### config.mk
export PLATFORM = sky130hd
export DESIGN_NAME = sseg_scan_ctrl
export DESIGN_NICKNAME = d
export VERILOG_FILES = /design/src/rtl/sseg_pkg.sv /design/src/rtl/tick_gen.sv /design/src/rtl/sseg_scan_ctrl.sv
export SDC_FILE = /design/constraint.sdc
export NUM_CORES = 1
export LEC_CHECK = 0
export CORE_MARGIN = 2
export CORE_UTILIZATION = 40
export CTS_CLUSTER_DIAMETER = 80
export DETAILED_ROUTE_END_ITERATION = 16
export HOLD_SLACK_MARGIN = 0.15
export SLEW_MARGIN = 0
export SYNTH_ARGS = -nofsm -noshare
export SYNTH_HDL_FRONTEND = slang
export SYNTH_HIERARCHICAL = 1
export SYNTH_SLANG_ARGS = --single-unit
### constraint.sdc
create_clock -name i_clk -period 2.6 [get_ports i_clk]
set_input_delay 0.65 -clock i_clk [delete_from_list [all_inputs] [get_ports i_clk]]
set_output_delay 0.65 -clock i_clk [all_outputs]
set_load 0.02 [all_outputs]
### src/rtl/sseg_pkg.sv
// sseg_pkg -- shared types and constants for the seven-segment scan controller.
//   N_DIGITS / N_SUB : digits per frame and PWM sub-steps per digit slot
//   sseg_t           : one active-low segment pattern {dp,g,f,e,d,c,b,a}
//   slot_state_t     : phase of the current digit slot
//   slot_state_of()  : slot phase implied by a sub-step index and brightness
package sseg_pkg;

    localparam int N_DIGITS = 4;
    localparam int N_SUB    = 16;
    localparam int DIG_W    = $clog2(N_DIGITS);
    localparam int SUB_W    = $clog2(N_SUB);

    typedef logic [7:0] sseg_t;

    typedef enum logic [1:0] {
        S_BLANK,
        S_ON,
        S_OFF
    } slot_state_t;

    // Sub-step 0 is always dead time; the next 'bright' sub-steps are lit.
    function automatic slot_state_t slot_state_of(input logic [SUB_W-1:0] sub,
                                                  input logic [3:0]       bright);
        if (sub == '0) begin
            return S_BLANK;
        end else if (sub <= bright) begin
            return S_ON;
        end else begin
            return S_OFF;
        end
    endfunction

endpackage

### src/rtl/tick_gen.sv
// tick_gen -- clock-enable prescaler for the scan scheduler.
//   clk   : system clock
//   reset : synchronous, active-high reset
//   en    : count enable; low holds the divider where it is
//   tick  : one-cycle pulse on the last count of every P_TICK_DIV-cycle period
module tick_gen #(
    parameter int P_TICK_DIV = 6250
) (
    input  logic clk,
    input  logic reset,
    input  logic en,
    output logic tick
);

    localparam int DIV_W = (P_TICK_DIV > 1) ? $clog2(P_TICK_DIV) : 1;

    logic [DIV_W-1:0] r_div;

    assign tick = en && (r_div == DIV_W'(P_TICK_DIV - 1));

    // NOTE: state registers use non-blocking assignments so every flop
    // samples the pre-edge values, independent of statement order.
    always_ff @(posedge clk) begin
        if (reset) begin
            r_div <= '0;
        end else if (tick) begin
            r_div <= '0;
        end else if (en) begin
            r_div <= r_div + DIV_W'(1);
        end
    end

endmodule

### src/rtl/sseg_scan_ctrl.sv
// sseg_scan_ctrl -- 4-digit multiplexed seven-segment scan controller with
// dead-time blanking, 16-step PWM brightness and frame-synchronous shadow load.
//   i_clk      : system clock
//   i_reset    : synchronous, active-high reset
//   i_en       : scan enable; low freezes the scan and blanks the outputs
//   i_in_n     : active-low patterns per digit, index 0 = rightmost
//   i_digit_en : per-digit enable mask (a 0 blanks that slot)
//   i_bright   : brightness, 0 = dark, 15 = 15/16 duty
//   o_ldsel    : one-hot active-high digit select, 0 when blank
//   o_sseg_n   : active-low segments, 8'hFF when blank
//   o_frame    : one-cycle pulse on the first blank cycle of digit 0
module sseg_scan_ctrl
    import sseg_pkg::*;
#(
    parameter int P_TICK_DIV = 6250
) (
    input  logic                        i_clk,
    input  logic                        i_reset,
    input  logic                        i_en,
    input  logic [N_DIGITS-1:0][7:0]    i_in_n,
    input  logic [N_DIGITS-1:0]         i_digit_en,
    input  logic [3:0]                  i_bright,
    output logic [N_DIGITS-1:0]         o_ldsel,
    output logic [7:0]                  o_sseg_n,
    output logic                        o_frame
);

    logic [SUB_W-1:0]     r_sub, sub_next;
    logic [DIG_W-1:0]     r_dig, dig_next;
    logic [3:0]           r_bright, bright_next;
    slot_state_t          r_state, state_next;
    logic                 r_init;        // first cycle after reset release
    logic                 r_frame_flag;  // counters have just entered a frame
    sseg_t [N_DIGITS-1:0] r_shadow;
    logic [N_DIGITS-1:0]  r_shadow_en;

    logic                 tick;
    logic                 div_en;
    logic                 load;
    logic                 show;

    // The release cycle acts as a frame start in place: it loads the shadow
    // while the counters stay at position zero.
    assign div_en = i_en && !r_init;

    tick_gen #(
        .P_TICK_DIV (P_TICK_DIV)
    ) u_tick_gen (
        .clk   (i_clk),
        .reset (i_reset),
        .en    (div_en),
        .tick  (tick)
    );

    // NOTE: every signal written here gets a default first, so no path
    // leaves one unassigned and no latch is inferred.
    always_comb begin
        sub_next    = r_sub;
        dig_next    = r_dig;
        bright_next = r_bright;
        state_next  = r_state;
        load        = r_init;

        if (r_init) begin
            bright_next = i_bright;
        end

        if (tick) begin
            sub_next = r_sub + SUB_W'(1);
            if (r_sub == SUB_W'(N_SUB - 1)) begin
                dig_next    = r_dig + DIG_W'(1);
                bright_next = i_bright;
                if (r_dig == DIG_W'(N_DIGITS - 1)) begin
                    load = 1'b1;
                end
            end
            state_next = slot_state_of(sub_next, bright_next);
        end
    end

    assign show = i_en && (r_state == S_ON) && r_shadow_en[r_dig];

    always_ff @(posedge i_clk) begin
        if (i_reset) begin
            r_sub        <= '0;
            r_dig        <= '0;
            r_bright     <= '0;
            r_state      <= S_BLANK;
            r_init       <= 1'b1;
            r_frame_flag <= 1'b0;
            // NOTE: the shadow is reset explicitly because it is read before
            // its first load; all-ones is the blank pattern.
            r_shadow     <= '1;
            r_shadow_en  <= '0;
            o_ldsel      <= '0;
            o_sseg_n     <= 8'hFF;
            o_frame      <= 1'b0;
        end else begin
            r_sub        <= sub_next;
            r_dig        <= dig_next;
            r_bright     <= bright_next;
            r_state      <= state_next;
            r_init       <= 1'b0;
            r_frame_flag <= load;
            if (load) begin
                r_shadow    <= i_in_n;
                r_shadow_en <= i_digit_en;
            end
            // Outputs reflect the counter state one cycle behind, so o_frame
            // lines up with the first blank output cycle of digit 0.
            o_frame  <= r_frame_flag;
            o_ldsel  <= show ? (N_DIGITS'(1) << r_dig) : '0;
            o_sseg_n <= show ? r_shadow[r_dig] : 8'hFF;
        end
    end

endmodule

## Word-level counts from Yosys, hierarchy flattened

Index checks and enable logic that the tools add are counted.

| storage, ports and cells | value |
|---|---|
| output and inout port bits | 13 |
| input port bits | 43 |
| flip-flop bits (word level) | 76 |
| word-level logic and storage cells | 49 |

| cells by class | value |
|---|---|
| shifts and indexed selects | 1 |
| add/subtract/negate cells | 3 |
| reductions and logical operators | 9 |
| bitwise logic cells | 1 |
| equal/unequal tests | 4 |
| muxes and demuxes | 14 |
| order comparisons | 2 |

Operator list:

| cell | number |
|---|---|
| $bmux W8 S2 | 1 |
| $mux W4 | 4 |
| $add A13 B1 Y13 const B | 1 |
| $eq A13 B13 Y1 const B | 1 |
| $mux W8 | 1 |
| $mux W1 | 5 |
| $add A4 B1 Y4 const B | 1 |
| $eq A4 B4 Y1 const B | 1 |
| $le A4 B4 Y1 | 1 |
| $logic_and A1 B1 Y1 | 4 |
| $logic_not A4 Y1 | 1 |
| $mux W2 | 2 |
| $reduce_or A2 Y1 | 2 |
| $shl A1 B2 Y4 const A | 1 |
| $lt A2 B3 Y1 const B | 1 |
| $add A2 B1 Y2 const B | 1 |
| $bmux W1 S2 | 1 |
| $eq A2 B1 Y1 const B | 1 |
| $eq A2 B2 Y1 const B | 1 |
| $reduce_and A2 Y1 | 1 |
| $logic_not A1 Y1 | 1 |
| $not A1 Y1 | 1 |

## Logic depth before layout (Yosys ltp)

Gate-level depths: netlist (run 1).

| logic depth | value |
|---|---|
| depth after elaboration | 7 |
| gate-level depth with buffers | 8 |

## By module

Netlist (run 1), hierarchy kept.

By module, submodules not included:

| module | cells each | sequential area each (µm²) | instances | area an instance (µm²) |
|---|---|---|---|---|
| sseg_scan_ctrl | 283 | 1,261.2 | 1 | 2,758.9 |
| tick_gen | 70 | 260.2 | 1 | 634.4 |

## Worst setup path before layout (run 1)

Ideal clock, no wire load.

| timing path | value |
|---|---|
| path kind | input to register |
| from | input i_en |
| to | register r_bright[0] |
| stages on the path | 8 |
| library setup time | 0.128 ns |
| arrival | 2.203 ns |
| setup slack | 0.269 ns |
| cell sequence | nor2b_1 > clkbuf_1 > nand4b_1 > nor4_2 > buf_2 > a41oi_1 > mux2i_1 > nor2_1 |

| on the way | value |
|---|---|
| word-level cells in the longest chain between the ends | 3 |

Ends and longest elaborated chain:

| item | line | source |
|---|---|---|
| start: declaration | sseg_scan_ctrl.sv:19 | `input logic i_en,` |
| $logic_and A1 B1 Y1 | sseg_scan_ctrl.sv:44 | `assign div_en = i_en && !r_init;` |
| $logic_and A1 B1 Y1 | tick_gen.sv:19 | `assign tick = en && (r_div == DIV_W'(P_TICK_DIV - 1));` |
| via tick | sseg_scan_ctrl.sv:37 | `logic tick;` |
| $mux W4 | sseg_scan_ctrl.sv:68 | `if (tick) begin` |
| end signal: assignment | sseg_scan_ctrl.sv:101 | `r_bright <= bright_next;` |
| end: declaration | sseg_scan_ctrl.sv:30 | `logic [3:0] r_bright, bright_next;` |

The timed path passes the listed nets, and every way through them passes these cells.
A chain may end at the register's enable or synchronous reset.

## Final worst setup path (run 1)

| timing path | value |
|---|---|
| from | register r_sub[1] |
| to | register r_state[1] |

| on the way | value |
|---|---|
| word-level cells in the longest chain between the ends | 6 |

Ends and longest elaborated chain:

| item | line | source |
|---|---|---|
| start: declaration | sseg_scan_ctrl.sv:28 | `logic [SUB_W-1:0] r_sub, sub_next;` |
| start signal: assignment | sseg_scan_ctrl.sv:99 | `r_sub <= sub_next;` |
| $eq A4 B4 Y1 | sseg_scan_ctrl.sv:70 | `if (r_sub == SUB_W'(N_SUB - 1)) begin` |
| $mux W4 | sseg_scan_ctrl.sv:70 |  |
| $mux W4 | sseg_scan_ctrl.sv:68 |  |
| $le A4 B4 Y1 | sseg_pkg.sv:26 | `end else if (sub <= bright) begin` |
| $mux W2 | sseg_pkg.sv:26 |  |
| $mux W2 (*) | sseg_pkg.sv:24 | `if (sub == '0) begin` |
| end signal: assignment | sseg_scan_ctrl.sv:102 | `r_state <= state_next;` |
| end: declaration | sseg_scan_ctrl.sv:31 | `slot_state_t r_state, state_next;` |

Mark *: on every way between the ends. The rest lies on a longest branch, timed or not. The select of a mux whose other input is x is not followed.

==> results of run 1 <==
registers in the layout, indices dropped and copies added (netlist names):
register / count
r_frame_flag: 1
r_init: 1
u_tick_gen/r_div: 13
r_dig: 2
o_sseg_n: 8
r_shadow_en: 4
r_shadow: 32
o_ldsel: 4
r_sub: 4
r_state: 2
o_frame: 1
r_bright: 4
stage by stage:
| stage | cells | utilization (%) |
|---|---|---|
| after floorplan | 353 | - |
| after global placement | 504 | 49.6 |
| after detailed placement | 504 | 49.6 |
| after CTS | 519 | 52.2 |
| after global routing | 519 | 52.2 |
| final | 519 | 52.2 |
where the power goes:
part | internal [mW] | switching, mW | total [mW] | leakage (nW)
logic | 0.123 | 0.0964 | 0.220 | 1.02
clock network | 0.537 | 0.437 | 0.974 | 0.105
registers | 1.21 | 0.0242 | 1.23 | 0.623
per-layer routing:
metal	share of wire, %	GRT usage [%]	wire length (um)
met5	0	0	0
met4	1.5	6.79	106
met3	3.8	3.60	263
met2	45	24.3	3130
met1	49	21.2	3390
kinds of logic (layout without fill, tap and decap cells):
| logic type | Yosys count | after routing |
|---|---|---|
| XOR/XNOR | 18 | 18 |
| AND/OR/NAND/NOR | 149 | 149 |
| flip-flops | 76 | 76 |
| multiplexers | 54 | 54 |
| adder cells (fa/ha/maj) | 8 | 8 |
| buffers and inverters | 29 | 90 |
| AO/OA/AOI/OAI | 19 | 19 |
layout make-up:
| type | instances | area [um^2] | area share, % |
|---|---|---|---|
| flip-flops and latches | 76 | 1520 | 35.5 |
| well taps | 105 | 131 | 3.06 |
| inverters | 6 | 22.5 | 0.525 |
| multi-input cells | 248 | 1720 | 40.2 |
| clock buffers | 9 | 124 | 2.89 |
| repair buffers | 69 | 676 | 15.8 |
| clock inverters | 6 | 90.1 | 2.10 |
final timing paths:
path	end	slack, ns	startpoint	depth (start not counted)
setup / recovery	r_state[1]$_SDFFE_PP0P_	0.25	r_sub[1]$_SDFFE_PP0P_	9
hold / removal	o_frame$_SDFF_PP0_	0.45	r_frame_flag$_SDFF_PP0_	1
setup reg to reg	r_state[1]$_SDFFE_PP0P_	0.25	r_sub[1]$_SDFFE_PP0P_	9
hold reg to reg	o_frame$_SDFF_PP0_	0.45	r_frame_flag$_SDFF_PP0_	1
cell usage after synthesis, types with 3 or more instances:
master    number  share of area, %
nand3_1        6              0.88
nand2_1       15               1.7
buf_2          5              0.74
o221a_1        8               2.7
xnor2_1        5               1.3
nand4_1        8               1.5
nor2_1        89               9.8
clkbuf_1       8              0.88
inv_1          5              0.55
buf_6          4               1.3
nand4b_1      11               2.8
ha_1           8               2.9
and3_1         3              0.55
dfxtp_1       76                45
mux2i_1       52                15
xor2_1        13               3.4
critical path, delay by kind of cell (launching register included):
kind                     cells  cell delay (ns)
AO/OA/AOI/OAI                2             0.33
multiplexers                 1             0.20
AND/OR/NAND/NOR              3             0.71
flip-flops                   1             0.36
buffers and inverters        1             0.18
adder cells (fa/ha/maj)      2             0.50
==> results.cfg, run 1 <==
[run_status]
status = finished clean

[critical_path]
cpPeakStageDelay_ns = 0.36
cp.arrival_ns = 2.60
worstSetupEndpointType = register
worst_setup_path_start_kind = register
critPathKind = register to register
crit_path_max_fanout = 6
worst_path_max_delay_cell = dfxtp_1
cp_cell_sequence = ha_1, and3_1, nor2_1, buf_4, mux2i_1, ha_1, and4_1, a31o_2, o32ai_1
crit_top_cell = ha_1
required_ns = 2.85

[logic_synthesis]
synth_enable_flop_cells = 0
synthXorXnorAreaFrac_pct = 4.65
synth_fp_nets = 404
synthAdderAreaFrac_pct = 2.95
ys_warn_count = 6
synthFlopType = dfxtp_1
synth_mux_area_share_pct = 16.0
synth_simple_gate_area_share_pct = 21.6
netlist_area_um2 = 3390
synth-seq-cells = 76
synth_cells = 353
yosysSeqAreaShare_pct = 44.8
async_flop_share_pct = 0
ys_types = 43
synth-compound-area-share_pct = 5.05
avgSynthCellArea_um2 = 9.61
synth_top_family_by_area = simple AND/OR/NAND/NOR gates

[finish]
mostFrequentLayoutCells = nor2_1, dfxtp_1, clkdlybuf4s50_1
nets = 461
postLayoutCellArea_um2 = 4290
diodes = 0
fillCellCount = 803
syn_to_final_growth_pct = 26.3
drive_above_1_share_pct = 9.18
final_common_cell = nor2_1

[pwr]
total_power_mw = 2.43
p_leak_nw = 1.75
vdd_ir_drop_max_mv = 0.234
power_density_nw_per_um2 = 566

[timing]
hold_slack_ns = 0.454
fmax_mhz = 425
finClkSkew_ns = 0.00935
timing.final.crit_share_pct = 90.5
setup_violations = 0
fin_ws_ns = 0.247
finalMaxSlewViolations = 0
post-route-min-period_ns = 2.35
tightestPinTransition_ns = 0.556
hold_viol = 0
final.setup.tns_ns = 0
max_slew_margin_pct = 62.9
rsz0062_at_grt = false

[detailed_routing]
routedWlPerCell_um = 13.3
ant_nets = 0
route.detailed.drc = 0
viasPerCell = 5.00
dr.pass1.iters = 5
wl_mm = 6.88
via_count = 2595
drt_iter0_markers = 82

[clock_network]
numCtsBuffers = 9
clock_path_buffers = 2
cts_resized = 0
clk_pin_slew_ns = 0.08
clkLatencyLatePin_ns = 0.34
cts.sinks = 76
cts_hold_buf = 0
cts_max_level = 3
cts_root_buf = clkbuf_8
cts_tree = done
post_cts_buffers = 0

[global_routing]
grt_pass1_wl_mm = 11.2
grt_max_degree = 57
overflow = 0
antenna_found_initial = 0
grt_pass1_vias = 2385
grt_use_total_pct = 15.8

[placement]
placement.io_buffers = 55
gp_congestion = 0.801
pre_cts_ws_ns = 0.0273
hpwl_mm = 4.78
dpl_cell_area_um2 = 4070

[floorplan]
rows = 33
die_x_um = 96.1
pin_count = 56
core_area_um2 = 8220
start_util_pct = 41.3
fp.dieArea_um2 = 9240
die_h_um = 96.1

[flow_run]
max_cap_viol_count = 0

[worst_hold_path]
worstHoldPathType = register to register
Power figures use the tool's default switching activity.
==> run 2, diff against run 1 <==
CTS_CLUSTER_DIAMETER = 120   (was 80)
==> results of run 2 <==
No change in the layout: final DEF, timing and power equal those of run 1.
